## src/rtl/ow_rx_framer_pkg.sv

```systemverilog
// Shared definitions for the 1-wire receive framer: FSM state encoding, byte width,
// default CRC residue and a small state-decoding helper.
package ow_rx_framer_pkg;

   localparam int OW_BYTE_W = 8;
   localparam logic [OW_BYTE_W-1:0] OW_CRC_RESIDUE_DEF = 8'h00;

   typedef enum logic [1:0] {
      ST_IDLE     = 2'd0,
      ST_RECV     = 2'd1,
      ST_WAIT_CRC = 2'd2,
      ST_DONE     = 2'd3
   } ow_state_e;

   function automatic logic ow_is_busy(input ow_state_e st);
      return (st == ST_RECV) || (st == ST_WAIT_CRC);
   endfunction

endpackage

```

## src/rtl/ow_rx_framer_if.sv

```systemverilog
// Bit-slot decoder / CRC engine / command-layer signals of the 1-wire receive framer.
// master = the environment around the framer, slave = the framer itself.
interface ow_rx_framer_if;
   import ow_rx_framer_pkg::*;

   logic                 frame_start;
   logic                 bit_valid;
   logic                 bit_data;
   logic [OW_BYTE_W-1:0] crc_in;
   logic                 crc_clr;
   logic                 crc_en;
   logic [OW_BYTE_W-1:0] byte_data;
   logic [7:0]           byte_cnt;
   logic                 busy;
   logic                 frame_done;
   logic                 frame_ok;
   logic                 frame_err;
   logic                 timeout_err;

   modport master (
      output frame_start, bit_valid, bit_data, crc_in,
      input  crc_clr, crc_en, byte_data, byte_cnt, busy,
             frame_done, frame_ok, frame_err, timeout_err
   );

   modport slave (
      input  frame_start, bit_valid, bit_data, crc_in,
      output crc_clr, crc_en, byte_data, byte_cnt, busy,
             frame_done, frame_ok, frame_err, timeout_err
   );

endinterface

```

## src/rtl/ow_byte_deser.sv

```systemverilog
// LSB-first byte deserialiser: shift register plus 3-bit bit counter; presents the
// assembled byte with a one-cycle o_byte_rdy pulse the cycle after its 8th bit.
module ow_byte_deser
   import ow_rx_framer_pkg::*;
(
   input  logic                 i_clk,
   input  logic                 i_rst,
   input  logic                 i_clr,
   input  logic                 i_bit_en,
   input  logic                 i_bit,
   output logic [OW_BYTE_W-1:0] o_byte,
   output logic                 o_byte_rdy,
   output logic                 o_last_bit
);

   logic [OW_BYTE_W-1:0] r_shreg;
   logic [OW_BYTE_W-1:0] r_byte;
   logic [OW_BYTE_W-1:0] w_shreg_nxt;
   logic [2:0]           r_bit_cnt;
   logic                 r_byte_rdy;

   assign w_shreg_nxt = {i_bit, r_shreg[OW_BYTE_W-1:1]};
   assign o_last_bit  = i_bit_en && (r_bit_cnt == 3'd7);
   assign o_byte      = r_byte;
   assign o_byte_rdy  = r_byte_rdy;

   // Shift in accepted bits; the assembled byte is held until the next one completes.
   always_ff @(posedge i_clk) begin
      if (i_rst) begin
         r_shreg    <= 8'h00;
         r_bit_cnt  <= 3'd0;
         r_byte     <= 8'h00;
         r_byte_rdy <= 1'b0;
      end else if (i_clr) begin
         r_shreg    <= 8'h00;
         r_bit_cnt  <= 3'd0;
         r_byte_rdy <= 1'b0;
      end else begin
         r_byte_rdy <= 1'b0;
         if (i_bit_en) begin
            r_shreg   <= w_shreg_nxt;
            r_bit_cnt <= r_bit_cnt + 3'd1;
            if (r_bit_cnt == 3'd7) begin
               r_byte     <= w_shreg_nxt;
               r_byte_rdy <= 1'b1;
            end
         end
      end
   end

endmodule

```

## src/rtl/ow_rx_framer.sv

```systemverilog
// 1-wire receive framer: bytes to the CRC engine, residue check and frame verdict.
// Optional inter-bit timeout abort is enabled by defining OW_RX_TIMEOUT_EN.
module ow_rx_framer
   import ow_rx_framer_pkg::*;
#(
   parameter int                   FRAME_LEN   = 8,
   parameter logic [OW_BYTE_W-1:0] CRC_RESIDUE = OW_CRC_RESIDUE_DEF,
   parameter int                   TIMEOUT_CYC = 4096
) (
   input logic            i_clk,
   input logic            i_rst,
   ow_rx_framer_if.slave  io_bus
);

   localparam logic [7:0] LP_FRAME_LEN = 8'(FRAME_LEN);

   generate
      if (FRAME_LEN < 2 || FRAME_LEN > 255 || TIMEOUT_CYC < 2) begin : g_bad_param
         $error("ow_rx_framer: FRAME_LEN or TIMEOUT_CYC out of range");
      end
   endgenerate

   ow_state_e            r_state, w_state_nxt;
   logic                 r_crc_clr, w_crc_clr_nxt;
   logic [7:0]           r_byte_cnt, w_byte_cnt_nxt;
   logic                 r_busy;
   logic                 r_frame_done, w_frame_done_nxt;
   logic                 r_frame_ok, w_ok_nxt;
   logic                 r_frame_err, w_err_nxt;
   logic                 w_bit_en;
   logic                 w_last_bit;
   logic                 w_crc_en;
   logic [OW_BYTE_W-1:0] w_byte;

   // A bit colliding with frame_start belongs to no frame and is dropped.
   assign w_bit_en = io_bus.bit_valid && !io_bus.frame_start && (r_state == ST_RECV);

   ow_byte_deser u_deser (
      .i_clk      (i_clk),
      .i_rst      (i_rst),
      .i_clr      (io_bus.frame_start),
      .i_bit_en   (w_bit_en),
      .i_bit      (io_bus.bit_data),
      .o_byte     (w_byte),
      .o_byte_rdy (w_crc_en),
      .o_last_bit (w_last_bit)
   );

`ifdef OW_RX_TIMEOUT_EN
   localparam int LP_TO_W = $clog2(TIMEOUT_CYC + 1);
   localparam logic [LP_TO_W-1:0] LP_TO_LIM = LP_TO_W'(TIMEOUT_CYC - 1);

   logic [LP_TO_W-1:0] r_idle_cnt;
   logic               r_timeout_err, w_to_nxt;
   logic               w_timeout;

   assign w_timeout = (r_idle_cnt == LP_TO_LIM);

   // Cycles since the last accepted bit (or frame start); the verdict lands as it reaches TIMEOUT_CYC.
   always_ff @(posedge i_clk) begin
      if (i_rst) begin
         r_idle_cnt <= '0;
      end else if (io_bus.frame_start || io_bus.bit_valid) begin
         r_idle_cnt <= LP_TO_W'(1);
      end else if (r_state == ST_RECV) begin
         r_idle_cnt <= r_idle_cnt + LP_TO_W'(1);
      end
   end
`endif

   // Next-state and next-output decode; frame_start overrides every state.
   always_comb begin
      w_state_nxt      = r_state;
      w_crc_clr_nxt    = 1'b0;
      w_byte_cnt_nxt   = r_byte_cnt;
      w_frame_done_nxt = 1'b0;
      w_ok_nxt         = r_frame_ok;
      w_err_nxt        = r_frame_err;
`ifdef OW_RX_TIMEOUT_EN
      w_to_nxt         = r_timeout_err;
`endif
      if (io_bus.frame_start) begin
         w_state_nxt    = ST_RECV;
         w_crc_clr_nxt  = 1'b1;
         w_byte_cnt_nxt = 8'd0;
         w_ok_nxt       = 1'b0;
         w_err_nxt      = 1'b0;
`ifdef OW_RX_TIMEOUT_EN
         w_to_nxt       = 1'b0;
`endif
      end else begin
         case (r_state)
            ST_IDLE: w_state_nxt = ST_IDLE;
            ST_RECV: begin
               if (w_last_bit) begin
                  w_byte_cnt_nxt = r_byte_cnt + 8'd1;
                  if (w_byte_cnt_nxt == LP_FRAME_LEN) begin
                     w_state_nxt = ST_WAIT_CRC;
                  end else begin
                     w_state_nxt = ST_RECV;
                  end
               end
`ifdef OW_RX_TIMEOUT_EN
               else if (w_timeout) begin
                  w_state_nxt      = ST_DONE;
                  w_frame_done_nxt = 1'b1;
                  w_err_nxt        = 1'b1;
                  w_to_nxt         = 1'b1;
               end
`endif
               else begin
                  w_state_nxt = ST_RECV;
               end
            end
            // crc_in reflects the last byte only once its crc_en strobe has gone.
            ST_WAIT_CRC: begin
               if (!w_crc_en) begin
                  w_state_nxt      = ST_DONE;
                  w_frame_done_nxt = 1'b1;
                  w_ok_nxt         = (io_bus.crc_in == CRC_RESIDUE);
                  w_err_nxt        = (io_bus.crc_in != CRC_RESIDUE);
               end else begin
                  w_state_nxt = ST_WAIT_CRC;
               end
            end
            ST_DONE: w_state_nxt = ST_IDLE;
            default: w_state_nxt = ST_IDLE;
         endcase
      end
   end

   // State and registered outputs.
   always_ff @(posedge i_clk) begin
      if (i_rst) begin
         r_state      <= ST_IDLE;
         r_crc_clr    <= 1'b0;
         r_byte_cnt   <= 8'd0;
         r_busy       <= 1'b0;
         r_frame_done <= 1'b0;
         r_frame_ok   <= 1'b0;
         r_frame_err  <= 1'b0;
`ifdef OW_RX_TIMEOUT_EN
         r_timeout_err <= 1'b0;
`endif
      end else begin
         r_state      <= w_state_nxt;
         r_crc_clr    <= w_crc_clr_nxt;
         r_byte_cnt   <= w_byte_cnt_nxt;
         r_busy       <= ow_is_busy(w_state_nxt);
         r_frame_done <= w_frame_done_nxt;
         r_frame_ok   <= w_ok_nxt;
         r_frame_err  <= w_err_nxt;
`ifdef OW_RX_TIMEOUT_EN
         r_timeout_err <= w_to_nxt;
`endif
      end
   end

   assign io_bus.crc_clr    = r_crc_clr;
   assign io_bus.crc_en     = w_crc_en;
   assign io_bus.byte_data  = w_byte;
   assign io_bus.byte_cnt   = r_byte_cnt;
   assign io_bus.busy       = r_busy;
   assign io_bus.frame_done = r_frame_done;
   assign io_bus.frame_ok   = r_frame_ok;
   assign io_bus.frame_err  = r_frame_err;
`ifdef OW_RX_TIMEOUT_EN
   assign io_bus.timeout_err = r_timeout_err;
`else
   assign io_bus.timeout_err = 1'b0;
`endif

endmodule
```

## src/flat_wrapper.sv

```systemverilog
// flat-port wrapper written by rule: the top's interface ports become plain ports
module ow_rx_framer_flat import ow_rx_framer_pkg::*;
#(
   parameter int                   FRAME_LEN   = 8,
   parameter logic [OW_BYTE_W-1:0] CRC_RESIDUE = OW_CRC_RESIDUE_DEF,
   parameter int                   TIMEOUT_CYC = 4096
)
  (i_clk, i_rst, io_bus_frame_start, io_bus_bit_valid, io_bus_bit_data, io_bus_crc_in, io_bus_crc_clr, io_bus_crc_en, io_bus_byte_data, io_bus_byte_cnt, io_bus_busy, io_bus_frame_done, io_bus_frame_ok, io_bus_frame_err, io_bus_timeout_err);
  ow_rx_framer_if io_bus_i ();
  input logic i_clk;
  input logic i_rst;
  input wire logic [$bits(io_bus_i.frame_start)-1:0] io_bus_frame_start;
  input wire logic [$bits(io_bus_i.bit_valid)-1:0] io_bus_bit_valid;
  input wire logic [$bits(io_bus_i.bit_data)-1:0] io_bus_bit_data;
  input wire logic [$bits(io_bus_i.crc_in)-1:0] io_bus_crc_in;
  output wire logic [$bits(io_bus_i.crc_clr)-1:0] io_bus_crc_clr;
  output wire logic [$bits(io_bus_i.crc_en)-1:0] io_bus_crc_en;
  output wire logic [$bits(io_bus_i.byte_data)-1:0] io_bus_byte_data;
  output wire logic [$bits(io_bus_i.byte_cnt)-1:0] io_bus_byte_cnt;
  output wire logic [$bits(io_bus_i.busy)-1:0] io_bus_busy;
  output wire logic [$bits(io_bus_i.frame_done)-1:0] io_bus_frame_done;
  output wire logic [$bits(io_bus_i.frame_ok)-1:0] io_bus_frame_ok;
  output wire logic [$bits(io_bus_i.frame_err)-1:0] io_bus_frame_err;
  output wire logic [$bits(io_bus_i.timeout_err)-1:0] io_bus_timeout_err;
  assign io_bus_i.frame_start = io_bus_frame_start;
  assign io_bus_i.bit_valid = io_bus_bit_valid;
  assign io_bus_i.bit_data = io_bus_bit_data;
  assign io_bus_i.crc_in = io_bus_crc_in;
  assign io_bus_crc_clr = io_bus_i.crc_clr;
  assign io_bus_crc_en = io_bus_i.crc_en;
  assign io_bus_byte_data = io_bus_i.byte_data;
  assign io_bus_byte_cnt = io_bus_i.byte_cnt;
  assign io_bus_busy = io_bus_i.busy;
  assign io_bus_frame_done = io_bus_i.frame_done;
  assign io_bus_frame_ok = io_bus_i.frame_ok;
  assign io_bus_frame_err = io_bus_i.frame_err;
  assign io_bus_timeout_err = io_bus_i.timeout_err;
  ow_rx_framer #(.FRAME_LEN(FRAME_LEN), .CRC_RESIDUE(CRC_RESIDUE), .TIMEOUT_CYC(TIMEOUT_CYC)) u_core (.i_clk(i_clk), .i_rst(i_rst), .io_bus(io_bus_i));
endmodule
```

## config.mk

```make
export PLATFORM = sky130hd
export DESIGN_NAME = ow_rx_framer_flat
export DESIGN_NICKNAME = d
export VERILOG_FILES = /design/src/rtl/ow_rx_framer_pkg.sv /design/src/rtl/ow_rx_framer_if.sv /design/src/rtl/ow_byte_deser.sv /design/src/rtl/ow_rx_framer.sv /design/src/flat_wrapper.sv
export SDC_FILE = /design/constraint.sdc
export NUM_CORES = 1
export LEC_CHECK = 0
export CAP_MARGIN = 20
export CELL_PAD_IN_SITES_DETAIL_PLACEMENT = 1
export CELL_PAD_IN_SITES_GLOBAL_PLACEMENT = 1
export CORE_UTILIZATION = 30
export DETAILED_ROUTE_END_ITERATION = 12
export PLACE_DENSITY = 0.76
export SLEW_MARGIN = 20
export SYNTH_ARGS = -nofsm -noshare
export SYNTH_HDL_FRONTEND = slang
export SYNTH_SLANG_ARGS = --single-unit
```

## constraint.sdc

```tcl
create_clock -name i_clk -period 1.8 [get_ports i_clk]
set_input_delay 0.54 -clock i_clk [delete_from_list [all_inputs] [get_ports i_clk]]
set_output_delay 0.54 -clock i_clk [all_outputs]
set_load 0.005 [all_outputs]
```

# After elaboration in Yosys (flattened, before gate mapping)
# Cells that the tools add are included.
# totals
output_inout_bits,23
inputBits,13
regBits,35
elab_cells,47
# classes
bitwise,4
addsub,2
mux,8
reduce_logical,15
eq_ne,7
# op_table
cell,count
$add 8x1->8 const B,1
$eq 8x4->1 const B,1
$logic_not 8->1,1
$reduce_bool 8->1,1
$eq 2x2->1 const B,3
$mux 2,3
$pmux 2 s3,1
$reduce_or 3->1,2
$eq 2x1->1 const B,2
$mux 1,4
$not 1->1,4
$reduce_and 2->1,2
$reduce_or 2->1,2
$add 3x1->3 const B,1
$eq 3x3->1 const B,1
$logic_and 1x1->1,3
$reduce_and 3->1,1
$logic_not 2->1,1
$logic_not 1->1,1
$logic_or 1x1->1,1

# Logic depth before layout (Yosys ltp)
# logic_depth
depth_word,9
ltp_mapped,7
ltp_nobuf,6

# By module
# A second synthesis with hierarchy kept.
# hier_totals
hier_cells,159
hier_area_um2,1534.0
# by_module_without_submodules
mod,cells_per_inst,instances,area_each_um2,seq_area_each_um2
ow_byte_deser,74,1,807.0,380.4
ow_rx_framer,85,1,726.9,300.3

# Least setup slack after synthesis
# OpenSTA, ideal clock, no wires.
# synth_path
kind,flip-flop to flip-flop
startpoint,register u_core.u_deser.r_bit_cnt[0]
endpoint,register u_core.r_state[0]
path_stages_with_launch,8
setup_time_ns,0.125
path_buffers,1
path_slack_ns,0.167
arrival_time_ns,1.507
required_time_ns,1.675
period_less_slack_ns,1.633
path_cell_list,dfxtp_1 ha_1 ha_1 nand2b_1 buf_2 nor3_4 o2111ai_1 o41a_1
# synth_between
elab_chain_len,5
# synth_lines
element,line_no,rtl
start: declaration,ow_byte_deser.sv:19,logic [2:0] r_bit_cnt;
start signal: assignment,ow_byte_deser.sv:42,r_bit_cnt <= r_bit_cnt + 3'd1;
$eq 3x3->1,ow_byte_deser.sv:23,assign o_last_bit = i_bit_en && (r_bit_cnt == 3'd7);
$logic_and 1x1->1,ow_byte_deser.sv:23,
$mux 2,ow_rx_framer.sv:95,if (w_last_bit) begin
$pmux 2 s3,ow_rx_framer.sv:92,case (r_state)
$mux 2,ow_rx_framer.sv:82,if (io_bus.frame_start) begin
end signal: assignment,ow_rx_framer.sv:146,r_state <= w_state_nxt;
end: declaration,ow_rx_framer.sv:23,"ow_state_e r_state, w_state_nxt;"
# Every way passes these cells.
# A chain may end at the register's enable or synchronous reset.

# Worst setup path after layout
# layout_path
startpoint,register u_core.r_byte_cnt[7] (netlist: u_core.io_bus.byte_cnt[7])
endpoint,output io_bus_byte_cnt[7]
# layout_rtl
element,line_no,rtl
start: declaration,ow_rx_framer.sv:25,"logic [7:0] r_byte_cnt, w_byte_cnt_nxt;"
start signal: assignment,ow_rx_framer.sv:148,r_byte_cnt <= w_byte_cnt_nxt;
end: declaration,flat_wrapper.sv:19,output wire logic [$bits(io_bus_i.byte_cnt)-1:0] io_bus_byte_cnt;
# No word-level cell between the ends.

==> results.ini <==
[status]
status=completed

[cells_and_area]
ff_latch_area_um2=686.9
diodes=0
fillers=538
drive_gt1_share_pct=19.00
area_delta_synth_final_pct=46.59
multi_input_area_um2=695.7
final_core_util_pct=46.29
fin_nets=236
fin_cells=273

[sta]
holdWs_ns=0.4598
fmax_mhz=574.4
rsz0062_at_grt=false
slew_violations=0
finalHoldViolCount=0
fin_crit_ns=1.741
setup_viol=0
skew_ns=0.008534
setup_tns_ns=0
post-route-period-util_pct=96.73

[clocking]
clockBufferDepth=2
cts_root_buffer=clkbuf_8
cts_htree_levels=2
clk_latency_ns=0.29
clkSinkCount=34
cts-buffers-inserted=5
ctsHoldBuffers=0
cts_tree=built
clkTransAtPathRegs_ns=0.08

[routing]
finalWirelength_mm=3.584
drc=0
num_vias=1311
first_iter_violations=57
wire_per_inst_um=13.13
firstDrtPassIters=4
drtAntennaViolNets=0
viasPerCell=4.802

[die]
rows=24
io_pins=36
die_area_um2=4922
core_area_um2=4414
floorplan.initialDensity_pct=31.58
die_h_um=70.16
die_x_um=70.16

[logic_synthesis]
syn_nets=182
synthCells=166
synth.most_common_cell=nand2_1
synth-seq-cells=34
netlist_area_um2=1394
synthArstFlopShare_pct=0
synth_area_leaders=dfxtp_1, nand2_1, a21oi_1, xnor2_1, nor2_1
synthDistinctLibCells=33
synthFlopType=dfxtp_1
syn_avg_cell_area_um2=8.397
netlist_top_cells_count=nand2_1, dfxtp_1, a21oi_1
synth-seq-area-share_pct=48.83
synth_top_area_cell=dfxtp_1
yosys.area.top_type_share_pct=48.83
ys_warn_count=0
synth-edff-count=0

[power_and_ir_drop]
p_clk_share_pct=41.3
p_total_w=0.001446
powerDensity_nw_per_um2=707.7
cellLeakagePower_nw=0.7455
peakVddDrop_v=0.0002593
swShare_pct=23.09
combPwrFrac_pct=6.1
p_int_w=0.001112
pwr-share-seq_pct=52.6
switchingPower_w=0.0003338

[global_route]
antenna_found_initial=0
grt_pass1_vias=1349
grt_overflow=0
grt_max_degree=14
grt_pass1_wl_mm=6.285
grt_usage_pct=16.27

[worst_setup_path]
cp_max_fo=3
path_delay_family=buffers and inverters
setup.worst_path.class=flip-flop to output pin
start_kind=flip-flop
slowest_stage=clkdlybuf4s50_1
cp.arrival_ns=1.20
crit_chain=clkdlybuf4s50_1
required_ns=1.26
crit_path_max_incr_delay_ns=0.53
crit_buf_inv=1
crit_path_end_kind=output pin

[placement]
dp_cells=264
port_buffers=34
hpwl_mm=2.609
place_congestion=0.7878

[run]
maxCapViolations=0

[worst_hold_path]
hold_class=flip-flop to flip-flop

## layout make-up
cell class / count / share of cell area [%]
clock buffer: 6 / 4.042
multi-input combinational: 123 / 34.05
timing repair buffer: 54 / 24.13
sequential: 34 / 33.62
clock inverter: 2 / 0.6124
inverter: 2 / 0.3674
tap: 52 / 3.184
## state kept, by name (all words and copies together) (netlist names)
signal / cells
u_core.io_bus.byte_cnt: 8
u_core.u_deser.o_byte: 8
u_core.u_deser.r_shreg: 7
u_core.u_deser.r_bit_cnt: 3
u_core.r_state: 2
u_core.io_bus.busy: 1
u_core.io_bus.crc_clr: 1
u_core.io_bus.frame_done: 1
u_core.io_bus.frame_err: 1
u_core.io_bus.frame_ok: 1
u_core.u_deser.o_byte_rdy: 1
## power by group through the flow
stage	combinational, W	clock, W	sequential, W
floorplan	0.0000315	0	0.000778
global placement	0.0000870	0	0.000778
detailed placement	0.0000891	0	0.000779
CTS	0.0000898	0.000615	0.000761
global route	0.0000966	0.000649	0.000761
finish	0.0000883	0.000597	0.000761
## cells in the final DEF (no fill, tap or decap), types with 2 or more instances in the layout
| cell | n |
|---|---|
| nor4_1 | 5 |
| xor2_1 | 2 |
| clkbuf_8 | 6 |
| or2_2 | 2 |
| nand2_1 | 42 |
| inv_1 | 2 |
| dfxtp_1 | 29 |
| nand2b_1 | 3 |
| clkdlybuf4s50_1 | 33 |
| a21oi_1 | 20 |
| nor4_2 | 2 |
| xnor2_1 | 8 |
| nand3_1 | 3 |
| dfxtp_2 | 5 |
| nor2_1 | 14 |
| ha_1 | 3 |
| buf_4 | 20 |
## kinds of logic (layout without fill, tap and decap cells)
family / after synthesis / in the layout / synth area share, %
AO/OA/AOI/OAI: 26 / 26 / 10.86
buffers and inverters: 9 / 64 / 2.783
XOR/XNOR: 10 / 10 / 6.284
flip-flops: 34 / 34 / 48.83
AND/OR/NAND/NOR: 82 / 82 / 27.56
other: 1 / 1 / 0.2690
adder cells (fa/ha/maj): 3 / 3 / 2.693
multiplexers: 1 / 1 / 0.7182
## per-stage QoR
stage                     setup WS (ns)  area, um2
after floorplan                  0.1674       1394
after global placement          -0.1962       1911
after detailed placement        -0.2924       1911
after CTS                       0.01053       2009
after global routing            0.01064       2043
final                           0.05895       2043
## path summary, 6_finish.rpt
kind | from | end | slack, ns | cells after the start
worst min-delay path | u_core.u_deser.o_byte[7]$_SDFFE_PP0P_ | u_core.u_deser.o_byte[7]$_SDFFE_PP0P_ | 0.46 | 2
worst max-delay path | u_core.io_bus.byte_cnt[7]$_SDFFE_PP0P_ | io_bus_byte_cnt[7] | 0.06 | 1
worst max register to register | u_core.io_bus.byte_cnt[1]$_SDFFE_PP0P_ | u_core.r_state[0]$_SDFF_PP0_ | 0.14 | 5
worst min register to register | u_core.u_deser.o_byte[7]$_SDFFE_PP0P_ | u_core.u_deser.o_byte[7]$_SDFFE_PP0P_ | 0.46 | 2
## timing repair
action / CTS / global route
setup endpoints to repair: 3 / 5
pin swaps: 0 / 1
setup buffers: 0 / 1
gates resized for setup: 3 / 7
## per-layer routing
layer | vias up | global-route usage [%] | wire length (um)
met5 | - | 0 | 0
met4 | 0 | 7.556 | 63
met3 | 7 | 3.752 | 101
met2 | 23 | 27.24 | 1801
met1 | 618 | 19.71 | 1616
li1 | 663 | - | -
Power figures use the tool's default switching activity.
